### src/rtl/frame_update_arbiter_if.sv
// Bundle of the H/V timing inputs and the req/gnt/done handshake shared by
// the frame update arbiter and the game-logic requesters.
interface frame_update_arbiter_if #(
  parameter int N_REQ = 4
) ();

  logic [14:0]      H;
  logic [14:0]      V;
  logic             endFrame;
  logic [N_REQ-1:0] req;
  logic [N_REQ-1:0] done;
  logic [N_REQ-1:0] gnt;
  logic             busy;
  logic [N_REQ-1:0] served;
  logic [15:0]      frame_cnt;
  logic             overrun;

  modport master (
    output H, V, endFrame, req, done,
    input  gnt, busy, served, frame_cnt, overrun
  );

  modport slave (
    input  H, V, endFrame, req, done,
    output gnt, busy, served, frame_cnt, overrun
  );

endinterface

### src/rtl/frame_update_arbiter.sv
// Round-robin arbiter for the shared game-state/object-RAM update port.
// Grants are only issued during vertical blanking, at most once per requester per frame.
module frame_update_arbiter #(
  parameter int N_REQ    = 4,
  parameter int V_ACTIVE = 480,
  parameter int MAX_HOLD = 64
) (
  input logic                   clk,
  input logic                   rst_n,
  frame_update_arbiter_if.slave bus
);

  localparam int IDX_W  = (N_REQ > 1) ? $clog2(N_REQ) : 1;
  localparam int HOLD_W = $clog2(MAX_HOLD);

  typedef enum logic [0:0] {IDLE, GRANT} state_t;

  state_t           state_q, state_d;
  logic [N_REQ-1:0] gnt_q, gnt_d;
  logic [N_REQ-1:0] served_q, served_d;
  logic             busy_q, busy_d;
  logic             overrun_q, overrun_d;
  logic [15:0]      frame_cnt_q, frame_cnt_d;
  logic [IDX_W-1:0] rr_q, rr_d;
  logic [IDX_W-1:0] idx_q, idx_d;
  logic [HOLD_W-1:0] hold_q, hold_d;

  logic             window;
  logic [N_REQ-1:0] eligible;
  logic [IDX_W-1:0] pick_idx;
  logic [IDX_W-1:0] cand_idx;
  logic             pick_found;
  logic             release_now;
  logic             force_release;
  int               cand;
  logic             unused_h;

  assign window   = (bus.V >= 15'(V_ACTIVE)) && !bus.endFrame;
  assign eligible = bus.req & ~served_q;
  assign unused_h = ^bus.H;

  // First eligible requester at or after the round-robin pointer, wrapping at N_REQ.
  always_comb begin
    pick_found = 1'b0;
    pick_idx   = '0;
    cand       = 0;
    cand_idx   = '0;
    for (int i = 0; i < N_REQ; i++) begin
      cand = int'(rr_q) + i;
      if (cand >= N_REQ) begin
        cand = cand - N_REQ;
      end
      cand_idx = IDX_W'(cand);
      if (!pick_found && eligible[cand_idx]) begin
        pick_found = 1'b1;
        pick_idx   = cand_idx;
      end
    end
  end

  always_comb begin
    state_d       = state_q;
    gnt_d         = gnt_q;
    served_d      = served_q;
    busy_d        = busy_q;
    overrun_d     = overrun_q;
    frame_cnt_d   = frame_cnt_q;
    rr_d          = rr_q;
    idx_d         = idx_q;
    hold_d        = hold_q;
    release_now   = 1'b0;
    force_release = 1'b0;

    case (state_q)
      IDLE: begin
        if (window && pick_found) begin
          state_d = GRANT;
          gnt_d   = N_REQ'(1) << pick_idx;
          busy_d  = 1'b1;
          idx_d   = pick_idx;
          hold_d  = '0;
        end
      end
      GRANT: begin
        hold_d = hold_q + 1'b1;
        // A clean finish outranks both window close and timeout.
        if (bus.done[idx_q] || !bus.req[idx_q]) begin
          release_now = 1'b1;
        end else if (!window || (hold_q == HOLD_W'(MAX_HOLD - 1))) begin
          release_now   = 1'b1;
          force_release = 1'b1;
        end
        if (release_now) begin
          state_d          = IDLE;
          gnt_d            = '0;
          busy_d           = 1'b0;
          hold_d           = '0;
          served_d[idx_q]  = 1'b1;
          rr_d             = (idx_q == IDX_W'(N_REQ - 1)) ? '0 : idx_q + 1'b1;
        end
        if (force_release) begin
          overrun_d = 1'b1;
        end
      end
      default: begin
        state_d = IDLE;
        gnt_d   = '0;
        busy_d  = 1'b0;
      end
    endcase

    // Frame boundary wipes the served set even if a release lands on the same edge.
    if (bus.endFrame) begin
      served_d    = '0;
      frame_cnt_d = frame_cnt_q + 16'd1;
    end
  end

  always_ff @(posedge clk or negedge rst_n) begin
    if (!rst_n) begin
      state_q     <= IDLE;
      gnt_q       <= '0;
      served_q    <= '0;
      busy_q      <= 1'b0;
      overrun_q   <= 1'b0;
      frame_cnt_q <= '0;
      rr_q        <= '0;
      idx_q       <= '0;
      hold_q      <= '0;
    end else begin
      state_q     <= state_d;
      gnt_q       <= gnt_d;
      served_q    <= served_d;
      busy_q      <= busy_d;
      overrun_q   <= overrun_d;
      frame_cnt_q <= frame_cnt_d;
      rr_q        <= rr_d;
      idx_q       <= idx_d;
      hold_q      <= hold_d;
    end
  end

  assign bus.gnt       = gnt_q;
  assign bus.served    = served_q;
  assign bus.busy      = busy_q;
  assign bus.overrun   = overrun_q;
  assign bus.frame_cnt = frame_cnt_q;

endmodule

### src/flat_wrapper.sv
// flat-port wrapper written by rule: the top's interface ports become plain ports
module frame_update_arbiter_flat 
#(
  parameter int N_REQ    = 4,
  parameter int V_ACTIVE = 480,
  parameter int MAX_HOLD = 64
)
  (clk, rst_n, bus_H, bus_V, bus_endFrame, bus_req, bus_done, bus_gnt, bus_busy, bus_served, bus_frame_cnt, bus_overrun);
  frame_update_arbiter_if #(.N_REQ(N_REQ)) bus_i ();
  input logic clk;
  input logic rst_n;
  input wire logic [$bits(bus_i.H)-1:0] bus_H;
  input wire logic [$bits(bus_i.V)-1:0] bus_V;
  input wire logic [$bits(bus_i.endFrame)-1:0] bus_endFrame;
  input wire logic [$bits(bus_i.req)-1:0] bus_req;
  input wire logic [$bits(bus_i.done)-1:0] bus_done;
  output wire logic [$bits(bus_i.gnt)-1:0] bus_gnt;
  output wire logic [$bits(bus_i.busy)-1:0] bus_busy;
  output wire logic [$bits(bus_i.served)-1:0] bus_served;
  output wire logic [$bits(bus_i.frame_cnt)-1:0] bus_frame_cnt;
  output wire logic [$bits(bus_i.overrun)-1:0] bus_overrun;
  assign bus_i.H = bus_H;
  assign bus_i.V = bus_V;
  assign bus_i.endFrame = bus_endFrame;
  assign bus_i.req = bus_req;
  assign bus_i.done = bus_done;
  assign bus_gnt = bus_i.gnt;
  assign bus_busy = bus_i.busy;
  assign bus_served = bus_i.served;
  assign bus_frame_cnt = bus_i.frame_cnt;
  assign bus_overrun = bus_i.overrun;
  frame_update_arbiter #(.N_REQ(N_REQ), .V_ACTIVE(V_ACTIVE), .MAX_HOLD(MAX_HOLD)) u_core (.clk(clk), .rst_n(rst_n), .bus(bus_i));
endmodule
### config.mk
export PLATFORM = sky130hd
export DESIGN_NAME = frame_update_arbiter_flat
export DESIGN_NICKNAME = d
export VERILOG_FILES = /design/src/rtl/frame_update_arbiter_if.sv /design/src/rtl/frame_update_arbiter.sv /design/src/flat_wrapper.sv
export SDC_FILE = /design/constraint.sdc
export NUM_CORES = 1
export LEC_CHECK = 0
export CORE_MARGIN = 10
export CORE_UTILIZATION = 40
export CTS_CLUSTER_SIZE = 30
export DETAILED_ROUTE_END_ITERATION = 6
export PLACE_DENSITY = 0.75
export SLEW_MARGIN = 20
export SYNTH_ARGS = -nofsm -noshare
export SYNTH_HDL_FRONTEND = slang
export SYNTH_SLANG_ARGS = --single-unit
### constraint.sdc
create_clock -name clk -period 1.7 [get_ports clk]
set_input_delay 0.34 -clock clk [delete_from_list [all_inputs] [get_ports clk]]
set_output_delay 0.34 -clock clk [all_outputs]
set_load 0.01 [all_outputs]
# Word-level counts from Yosys, hierarchy flattened
# Index checks and enable logic that the tools add are counted.
dict set report totals {
  in_bits 41
  elab_cells 107
  register_bits 37
}
dict set report op_classes {
  muxes 47
  add_sub_neg 10
  n_lt_le_gt_ge 11
  bitwise 4
  eq_ne 4
  n_reduce_logical 21
  shifts 1
}
# operator n
set ops {}
lappend ops {{$mux 1} 20}
lappend ops {{$mux 4} 5}
lappend ops {{$mux 2} 9}
lappend ops {{$add 16x1->16 const B} 1}
lappend ops {{$ge 15x9->1 const B} 1}
lappend ops {{$lt 2x3->1 const B} 5}
lappend ops {{$bmux 1 s2} 6}
lappend ops {{$mux 6} 2}
lappend ops {{$pmux 6 s2} 1}
lappend ops {{$reduce_and 2->1} 5}
lappend ops {{$ge 3x3->1 const B} 3}
lappend ops {{$pmux 4 s2} 1}
lappend ops {{$sub 2x1->2 const B} 4}
lappend ops {{$add 2x2->3 const B} 2}
lappend ops {{$add 6x1->6 const B} 1}
lappend ops {{$eq 6x6->1 const B} 1}
lappend ops {{$logic_and 1x1->1} 6}
lappend ops {{$logic_not 1->1} 6}
lappend ops {{$and 4x4->4} 1}
lappend ops {{$not 4->4} 1}
lappend ops {{$or 4x4->4} 1}
lappend ops {{$pmux 1 s2} 2}
lappend ops {{$reduce_bool 2->1} 2}
lappend ops {{$shl 1x2->4 const A} 1}
lappend ops {{other kinds (10)} 11}

# Longest topological paths before layout
# Gate-level depths: netlist of the first run.
dict set report logic_depth {
  depth_word 17
  mapped_depth 7
  ltp_nobuf 6
}

# Worst setup path before layout of the first run
# OpenSTA, ideal clock, no wires.
dict set report synth_path {
  path_kind {register to register}
  startpoint {reg u_core.idx_q[1]}
  endpoint {reg u_core.hold_q[5]}
  synth_period_minus_slack_ns 1.685
  stages_incl_launch_ff 7
  t_arrival_ns 1.561
  path_slack_ns 0.015
  required_time_ns 1.576
  n_path_buf 1
  cell_sequence {dfrtp_1 -> inv_2 -> mux4_2 -> nand4_2 -> buf_6 -> nor2_2 -> a211o_1}
}
dict set report synth_between {
  elab_chain_cells 8
  word_cells_on_any_way 10
  cone_classes {mux: 8; reduce/logical: 2}
}
# item line
set synth_rtl {}
lappend synth_rtl {{start, declared} frame_update_arbiter.sv:25} ;# logic [IDX_W-1:0] idx_q, idx_d;
lappend synth_rtl {{start signal, assigned} frame_update_arbiter.sv:138} ;# idx_q <= idx_d;
lappend synth_rtl {{$bmux 1 s2} frame_update_arbiter.sv:87} ;# if (bus.done[idx_q] || !bus.req[idx_q]) begin
lappend synth_rtl {{$mux 1 (implied by the code)} frame_update_arbiter.sv:87}
lappend synth_rtl {{$logic_not 1->1} frame_update_arbiter.sv:87}
lappend synth_rtl {{$logic_or 1x1->1 *} frame_update_arbiter.sv:87}
lappend synth_rtl {{$mux 1 *} frame_update_arbiter.sv:87}
lappend synth_rtl {{$mux 1 *} frame_update_arbiter.sv:74} ;# case (state_q)
lappend synth_rtl {{$mux 6 *} frame_update_arbiter.sv:93} ;# if (release_now) begin
lappend synth_rtl {{$pmux 6 s2 *} frame_update_arbiter.sv:74}
lappend synth_rtl {{end signal, assigned} frame_update_arbiter.sv:139} ;# hold_q <= hold_d;
lappend synth_rtl {{end, declared} frame_update_arbiter.sv:26} ;# logic [HOLD_W-1:0] hold_q, hold_d;
# Every way passes the cells marked *; elsewhere a longest branch is shown, timed or not. The select of a mux whose other input is x is not followed.
# A chain may end at the register's enable or synchronous reset.

# Worst setup path in the final report of the first run
dict set report layout_path {
  startpoint {in bus_V[8]}
  endpoint {reg u_core.hold_q[3]}
}
dict set report layout_between {
  elab_chain_cells 9
  word_cells_on_any_way 11
  cone_classes {order compare: 1; eq/ne: 1; mux: 5; reduce/logical: 4}
}
# item line
set layout_rtl {}
lappend layout_rtl {{start, declared} flat_wrapper.sv:13} ;# input wire logic [$bits(bus_i.V)-1:0] bus_V;
lappend layout_rtl {{$ge 15x9->1 *} frame_update_arbiter.sv:38} ;# assign window = (bus.V >= 15'(V_ACTIVE)) && !bus.endFrame;
lappend layout_rtl {{$logic_and 1x1->1 *} frame_update_arbiter.sv:38}
lappend layout_rtl {{$logic_not 1->1} frame_update_arbiter.sv:89} ;# end else if (!window || (hold_q == HOLD_W'(MAX_HOLD - 1))) begin
lappend layout_rtl {{$logic_or 1x1->1} frame_update_arbiter.sv:89}
lappend layout_rtl {{$mux 1} frame_update_arbiter.sv:89}
lappend layout_rtl {{$mux 1} frame_update_arbiter.sv:87}
lappend layout_rtl {{$mux 1} frame_update_arbiter.sv:74}
lappend layout_rtl {{$mux 6} frame_update_arbiter.sv:93}
lappend layout_rtl {{$pmux 6 s2} frame_update_arbiter.sv:74}
# Marked as above.

==> impl_results.md, run 1 <==
* Path type of the worst min-delay path: input pin to async pin
* Post-synthesis share of cell area spent on and, or, nand and nor gates at 20.13%
* Cell variety after synth at 46
* Detailed router's first-iteration violation count at 87
* Core occupancy in the finished layout at 62.28%
* Met3 usage in global routing at 2.735%
* Floorplan die area at 0.007933 sq mm
* Crit path required time at 1.89 ns
* Leakage power at 1.300 nW
* Post-route DRC at 0
* Share of final-layout standard cells stronger than drive strength 1 at 25.37%
* Worst skew pair latency at 0.30 ns
* Worst Path Class, Setup: input pin to register
* Largest net degree at the start of global routing at 38
* Post-route clock skew at 0.01115 ns
* Adder-Cell Fraction of Synth Area at 3.934%
* Kind of start point of the critical path: input pin
* Most used cells in the layout excluding fill and tap cells: dfrtp_1, clkdlybuf4s50_1, buf_4
* Slew of the pin with the lowest slew margin at 0.4695 ns
* Post-synth net total at 236
* Post-detailed-route wirelength per cell at 15.74 um
* Die H at 89.07 um
* Count of boundary I/O pins at 67
* Share of synthesized area occupied by flip-flops and latches at 48.52%
* Total length of routed wires at 5132 um
* Sink count of the clock tree at 37
* Htree depth at 2
* First-pass iteration count of the detailed router at 4
* Ratio of total power to cell area at 1196 mW/mm^2
* Total area of multi-input combinational cells at 0.001021 sq mm
* Diodes inserted at 0
* Timing-limited maximum frequency at 0.5907 GHz
* Area fraction in compound gates after synthesis at 14.03%
* Number of nets in the layout at 318
* Number of global-route vias before repair at 1746
* Busiest metal layer after global routing: met2
* Setup slack of the worst register-to-register path at 0.007 ns
* Relative slew slack at 68.70%
* Setup violations, final at 0
* Area taken by flip-flops and latches at 928.4 sq um
* Total number of vias at 1692
* Biggest area consumer among synthesized cells: dfrtp_1
* Combined area of all synthesized cells at 0.001908 sq mm
* Number of buffers added by the clock tree synthesis step at 5
* Cell types with the largest area share after synthesis: dfrtp_1, xnor2_1, nand2_1
* Number of buffers between clock root and the deepest sink at 2
* Post-Synth XOR/XNOR Area at 6.885%
* Final slew viol count at 0
* Average cell area after synthesis at 10.10 sq um
* Number of warnings reported in the yosys synthesis log at 0
* Number of filler instances in the final layout at 362
* Residual antenna-violating net count after detailed routing at 0
* Die extent in x at 89.07 um
* Global-route wire length before repair at 8217 um
* Synthesized flop and latch total at 37
* Predominant post-synthesis flop cell: dfrtp_1
* Layout overhead on the synthesized area at 52.13%
* Proportion of netlist area held by the largest area contributor at 48.52%
* Max Cap Violations at 0
* GR met2 Demand/Resource at 22.41%
* Run status: completed
* Clock tree from TritonCTS: built
* Clock transition at the registers of the reported paths at 0.08 ns
* Fraction of synthesis flops using an asynchronous set or reset pin at 100.0%
* # hold bufs at CTS at 0
* Root Buffer: clkbuf_8
* Fraction of met1 tracks used by global routing at 15.41%
* Maximum fanout encountered on the critical timing path at 6
* Grt ovf at 0
* Mean number of vias per cell at 5.190
* IR Drop Worst-Case VDD at 725.4 uV
* Placer Congestion at 0.8227
* Number of antenna violations at the first check in global routing at 0
* Core Rows at 25
* Setup repair after global routing missed its margin: true
* Most common library cell in the layout ignoring fill and taps: dfrtp_1
* Final HPWL DP at 3620 um
* Crit path arrival time at 1.88 ns
* Share of the clock period used by the worst path at 99.59%
* CP endpoint kind: register
* Final hold viol count at 0
* Dominant combinational cell family by area after synthesis: simple AND/OR/NAND/NOR gates
* GR Util All Layers at 13.33%
* Multiplexer share of the synthesized area at 2.820%
* Placeable Area at 0.004661 sq mm
* Post-route minimum period at 1.693 ns
* Dpl ws at -0.4495 ns
* # port buffers at 46
* Gate Count Post-Synth at 189
* EDFF count, synth at 0
* Worst-case setup margin in the final layout at 0.007047 ns
* Starting density of the core at 40.94%
per-stage QoR:
stage	instances	setup TNS, ns	power [mW]	cell area (sq um)	hold WS, ns
after floorplan	189	0	1.898	1908	0.04441
after global placement	310	-7.426	2.537	2610	0.4084
after detailed placement	310	-8.032	2.568	2610	0.4147
after CTS	325	-0.08044	3.467	2849	0.09588
after global routing	326	-0.2230	3.674	2903	0.1175
final	326	0	3.471	2903	0.07928
area by class of cell:
cell class                 count  area share [%]
timing repair buffer          81           25.47
multi-input combinational    139           35.17
clock buffer                   6           2.845
clock inverter                 2           1.293
sequential                    37           31.98
tap                           54           2.328
inverter                       7          0.9052
cells by family (layout without fill, tap and decap cells):
kind of cell / after synthesis / in the layout
XOR/XNOR: 15 / 15
flip-flops: 37 / 37
buffers and inverters: 14 / 96
AND/OR/NAND/NOR: 74 / 75
adder cells (fa/ha/maj): 6 / 6
AO/OA/AOI/OAI: 39 / 39
multiplexers: 4 / 4
Yosys cell counts, types with 2 or more instances:
master,instances
dfrtp_1,37
nand2_1,22
xnor2_1,13
a21oi_1,11
nor2_1,9
o21ai_0,9
nand3_1,8
nor2b_1,8
ha_1,6
inv_1,6
nand4_1,6
nand2b_1,5
and3_1,3
clkbuf_1,3
a211o_1,2
buf_2,2
buf_6,2
mux2i_1,2
nor2_2,2
nor3_1,2
nor3b_1,2
o21ai_1,2
o21bai_1,2
or2_2,2
xor2_1,2
path summary, 6_finish.rpt:
path	startpoint	endpoint	cells past startpoint
worst max-delay path	bus_V[8]	u_core.hold_q[3]$_DFFE_PN0P_	8
worst min-delay path	rst_n	u_core.bus.frame_cnt[13]$_DFFE_PN0P_	2
worst max register to register	u_core.idx_q[1]$_DFFE_PN0P_	u_core.hold_q[2]$_DFFE_PN0P_	6
worst min register to register	u_core.bus.frame_cnt[15]$_DFFE_PN0P_	u_core.bus.frame_cnt[15]$_DFFE_PN0P_	1
max in group asynchronous	rst_n	u_core.bus.frame_cnt[5]$_DFFE_PN0P_	2
min in group clk	u_core.bus.frame_cnt[15]$_DFFE_PN0P_	u_core.bus.frame_cnt[15]$_DFFE_PN0P_	1
state kept, by name, indices dropped and copies added, names as in the netlist:
name                  flops
u_core.bus.frame_cnt     16
u_core.rr_q               2
u_core.bus.overrun        1
u_core.hold_q             6
u_core.bus.gnt            4
u_core.bus.served         4
u_core.bus.busy           1
u_core.state_q            1
u_core.idx_q              2
where the power goes:
group | switching (mW) | internal [mW] | leakage [nW] | total (mW)
registers | 0.225 | 1.08 | 0.486 | 1.31
clock network | 0.323 | 0.477 | 0.0574 | 0.800
logic | 0.625 | 0.741 | 0.757 | 1.37
routing by layer:
metal	wire [um]	up-vias	part of all wire, %
li1	-	827	-
met1	2108	825	41
met2	2646	27	52
met3	200	13	3.9
met4	176	0	3.4
met5	0	-	0
critical path: stages:
cell,delay (ns)
clkdlybuf4s50_1,0.45
nand4_1,0.14
a31oi_4,0.24
buf_6,0.16
a21oi_4,0.05
buf_6,0.14
buf_6,0.10
a211o_1,0.25
timing repair:
| item | CTS | global route |
|---|---|---|
| resized for setup | 21 | 18 |
| setup endpoints to repair | 10 | 26 |
| gates cloned | 2 | 0 |
| pin swaps | 9 | 11 |
| setup buffers | 5 | 2 |
Note: power is estimated with default switching activity, not from simulation.
==> run 2, diff against run 1 <==
--- a/config.mk
+++ b/config.mk
@@ -5,11 +5,14 @@
 export SDC_FILE = /design/constraint.sdc
 export NUM_CORES = 1
 export LEC_CHECK = 0
+export ABC_AREA = 1
 export CORE_MARGIN = 10
 export CORE_UTILIZATION = 40
+export CTS_CLUSTER_DIAMETER = 80
 export CTS_CLUSTER_SIZE = 30
 export DETAILED_ROUTE_END_ITERATION = 6
-export PLACE_DENSITY = 0.75
+export PLACE_DENSITY = 0.72
+export SKIP_LAST_GASP = 1
 export SLEW_MARGIN = 20
 export SYNTH_ARGS = -nofsm -noshare
 export SYNTH_HDL_FRONTEND = slang
==> run 2 against run 1 <==
Net effect: combinational power grew 100%; flip-flop and latch count is the same; synthesized area grew 19%; die area grew 15%; first-iteration DRC count shrank 20%; setup slack gained 0.042 ns; design area grew 8.1%; register-to-register slack gained 0.07 ns; clock power shrank 23%.
==> impl_results.md, run 2 <==
* Path type of the worst min-delay path: input pin to async pin
* Post-route DRC at 0 (unchanged)
* Detailed router's first-iteration violation count at 70 (-20%)
* First-pass iteration count of the detailed router at 4 (unchanged)
* Floorplan die area at 0.009091 sq mm (+15%)
* Most common cell in the netlist: nand2_1
* Placer Congestion at 0.8154 (-0.89%)
* Total number of vias at 1968 (+16%)
* Post-synth net total at 306 (+30%)
* Slowest cell on the critical path: clkdlybuf4s50_1
* Setup violations, final at 0 (unchanged)
* Share of final-layout standard cells stronger than drive strength 1 at 24.55% (-0.82 points)
* Maximum fanout encountered on the critical timing path at 4 (-2)
* Most common library cell in the layout ignoring fill and taps: nand2_1
* Average cell area after synthesis at 8.768 sq um (-13%)
* Number of buffers between clock root and the deepest sink at 2 (unchanged)
* Fraction of synthesis flops using an asynchronous set or reset pin at 100.0% (unchanged)
* R2R Path End: u_core.bus.gnt[2]$_DFFE_PN0P_
* Top cells by count, synth: nand2_1, dfrtp_1, nand3_1, inv_1
* Reg2Reg Depth at 11 (+5)
* Global-route wire length before repair at 9108 um (+11%)
* CP endpoint kind: primary output
* Pwr Total at 4.825 mW (+39%)
* GR Util All Layers at 12.42% (-0.91 points)
* Grt ovf at 0 (unchanged)
* Clock transition at the registers of the reported paths at 0.07 ns (about the same)
* Setup slack of the worst register-to-register path at 0.08 ns (+0.07 ns)
* Total length of routed wires at 5406 um (+5.3%)
* Worst skew pair latency at 0.29 ns (about the same)
* Gate Count Post-Synth at 259 (+37%)
* Die H at 95.35 um (+7.1%)
* Sum of negative setup slack at 0 ns (unchanged)
* Final HPWL DP at 4190 um (+16%)
* Combined area of all synthesized cells at 0.002271 sq mm (+19%)
* Number of nets in the layout at 381 (+20%)
* Largest net degree at the start of global routing at 38 (unchanged)
* Post-route clock skew at 0.008401 ns (-0.002753 ns)
* Final instance count without filler cells at 406 (+25%)
* Crit path required time at 1.36 ns (-0.53 ns)
* IR Drop Worst-Case VDD at 772.5 uV (+6.5%)
* Run status: completed
* # port buffers at 46 (unchanged)
* Share of synthesized area occupied by flip-flops and latches at 40.77% (-7.8 points)
* Clock tree from TritonCTS: built
* Residual antenna-violating net count after detailed routing at 0 (unchanged)
* Post-detailed-route wirelength per cell at 13.32 um (-15%)
* Reg-to-Reg Start: u_core.rr_q[0]$_DFFE_PN0P_
* Cell-by-cell listing of the critical path: clkdlybuf4s50_1
* Number of flip-flops in the largest register at 16 (unchanged)
* Cell variety after synth at 31 (-33%)
* Buffers plus inverters on the worst setup path at 1 (-3)
* Predominant post-synthesis flop cell: dfrtp_1
* Htree depth at 2 (unchanged)
* Layout overhead on the synthesized area at 38.24%
* Largest delay share family, worst path: buffers and inverters
* Worst Path Class, Setup: register to primary output
* Most used cells in the layout excluding fill and tap cells: nand2_1, clkdlybuf4s50_1, dfrtp_1
* Crit path arrival time at 1.31 ns (-0.57 ns)
* Count of boundary I/O pins at 67 (unchanged)
* Die extent in x at 95.35 um (+7.1%)
* Max Cap Violations at 0 (unchanged)
* Final hold viol count at 0 (unchanged)
* Synthesized flop and latch total at 37 (unchanged)
* Core Rows at 27 (+8.0%)
* Starting density of the core at 41.24% (+0.30 points)
* Number of buffers added by the clock tree synthesis step at 5 (unchanged)
* Leakage power at 1.545 nW (+19%)
* Share of the clock period used by the worst path at 97.12% (-2.5 points)
* Final slew viol count at 0 (unchanged)
* Placeable Area at 0.005507 sq mm (+18%)
* Number of global-route vias before repair at 2090 (+20%)
* Slowest Stage Delay on Critical Path at 0.58 ns (+0.13 ns)
* Root Buffer: clkbuf_8
* Timing-limited maximum frequency at 0.6057 GHz (+2.5%)
* Number of warnings reported in the yosys synthesis log at 0 (unchanged)
* Biggest area consumer among synthesized cells: dfrtp_1
* Cell types with the largest area share after synthesis: dfrtp_1, nand2_1, nand3_1
* Cell total after placement at 397 (+28%)
* EDFF count, synth at 0 (unchanged)
* Relative slew slack at 68.19% (-0.51 points)
* Ratio of total power to cell area at 1537 mW/mm^2 (+29%)
* Number of antenna violations at the first check in global routing at 0 (unchanged)
* Slew of the pin with the lowest slew margin at 0.4772 ns (+0.007683 ns)
* Diodes inserted at 0 (unchanged)
* Proportion of netlist area held by the largest area contributor at 40.77% (-7.8 points)
* Kind of start point of the critical path: register
* Setup repair after global routing missed its margin: true
* Mean number of vias per cell at 4.847 (-6.6%)
* Core occupancy in the finished layout at 57.01% (-5.3 points)
* Post-route minimum period at 1.651 ns (-0.04190 ns)
* Sink count of the clock tree at 37 (unchanged)
-- run 2: worst max path at each step --
stage	from	to	slack (ns)	cells after the start
after floorplan	u_core.bus.frame_cnt[0]$_DFFE_PN0P_	u_core.bus.frame_cnt[14]$_DFFE_PN0P_	0.19	7
after global placement	bus_endFrame	u_core.bus.frame_cnt[15]$_DFFE_PN0P_	-0.24	7
after detailed placement	bus_req[3]	u_core.hold_q[4]$_DFFE_PN0P_	-0.29	9
after CTS	u_core.rr_q[1]$_DFFE_PN0P_	u_core.bus.gnt[2]$_DFFE_PN0P_	0.02	11
after global routing	bus_req[2]	u_core.bus.gnt[2]$_DFFE_PN0P_	-0.06	11
final	u_core.bus.frame_cnt[2]$_DFFE_PN0P_	bus_frame_cnt[2]	0.05	1
-- run 2: layout make-up --
class / count / area [sq um]
fill: 511 / 2367
multi-input combinational: 182 / 1226
sequential: 37 / 928.4
timing repair buffer: 72 / 663.1
inverter: 36 / 145.1
tap: 72 / 90.09
clock buffer: 7 / 86.33
-- run 2: cells by family after synthesis --
| group | after synthesis | synth area share, % |
|---|---|---|
| xor+xnor | 15 | 5.785 |
| mux | 1 | 0.4958 |
| simple gates | 135 | 36.03 |
| buf+inv | 40 | 7.769 |
| fa+ha+maj | 6 | 3.306 |
| compound gates | 25 | 5.840 |
| flops | 37 | 40.77 |
-- run 2: worst register-to-register path: cells and delay by family (launching register included) --
kind	cells	cell delay, ns
simple gates	8	0.67
buf+inv	2	0.24
compound gates	1	0.14
flops	1	0.50
-- run 2: through the flow --
| stage | hold slack (ns) | setup WS, ns | area, sq um |
|---|---|---|---|
| floorplan | 0.04441 | 0.1853 | 2271 |
| global route | 0.1260 | -0.05706 | 3139 |
| detailed placement | 0.4236 | -0.2907 | 2963 |
| global placement | 0.4184 | -0.2436 | 2963 |
| finish | 0.08581 | 0.04895 | 3139 |
| CTS | 0.1084 | 0.01969 | 3058 |
-- run 2: timing repair --
item / in CTS / in global routing
pin swaps: 1 / 4
setup buffers: 0 / 2
hold buffers: 0 / 0
setup endpoints to repair: 10 / 22
gates resized for setup: 2 / 18
-- run 2: metal layers --
metal	track usage [%]	part of all wire (%)	wire (um)
met1	13.43	41	2227
met2	20.97	49	2629
met3	6.363	9.3	501
met4	3.367	0.89	48
met5	0	0	0
-- run 2: power by group --
group / internal, mW / total, mW / switching (mW)
clock: 0.322 / 0.618 / 0.296
sequential: 1.14 / 1.42 / 0.283
combinational: 1.25 / 2.78 / 1.54
total: 2.71 / 4.82 / 2.11
==> run 3, diff against run 2 <==
--- a/config.mk
+++ b/config.mk
@@ -6,6 +6,7 @@
 export NUM_CORES = 1
 export LEC_CHECK = 0
 export ABC_AREA = 1
+export CAP_MARGIN = 10
 export CORE_MARGIN = 10
 export CORE_UTILIZATION = 40
 export CTS_CLUSTER_DIAMETER = 80
==> results of run 3 <==
Final layout, timing and power as in run 2 (identical DEF).
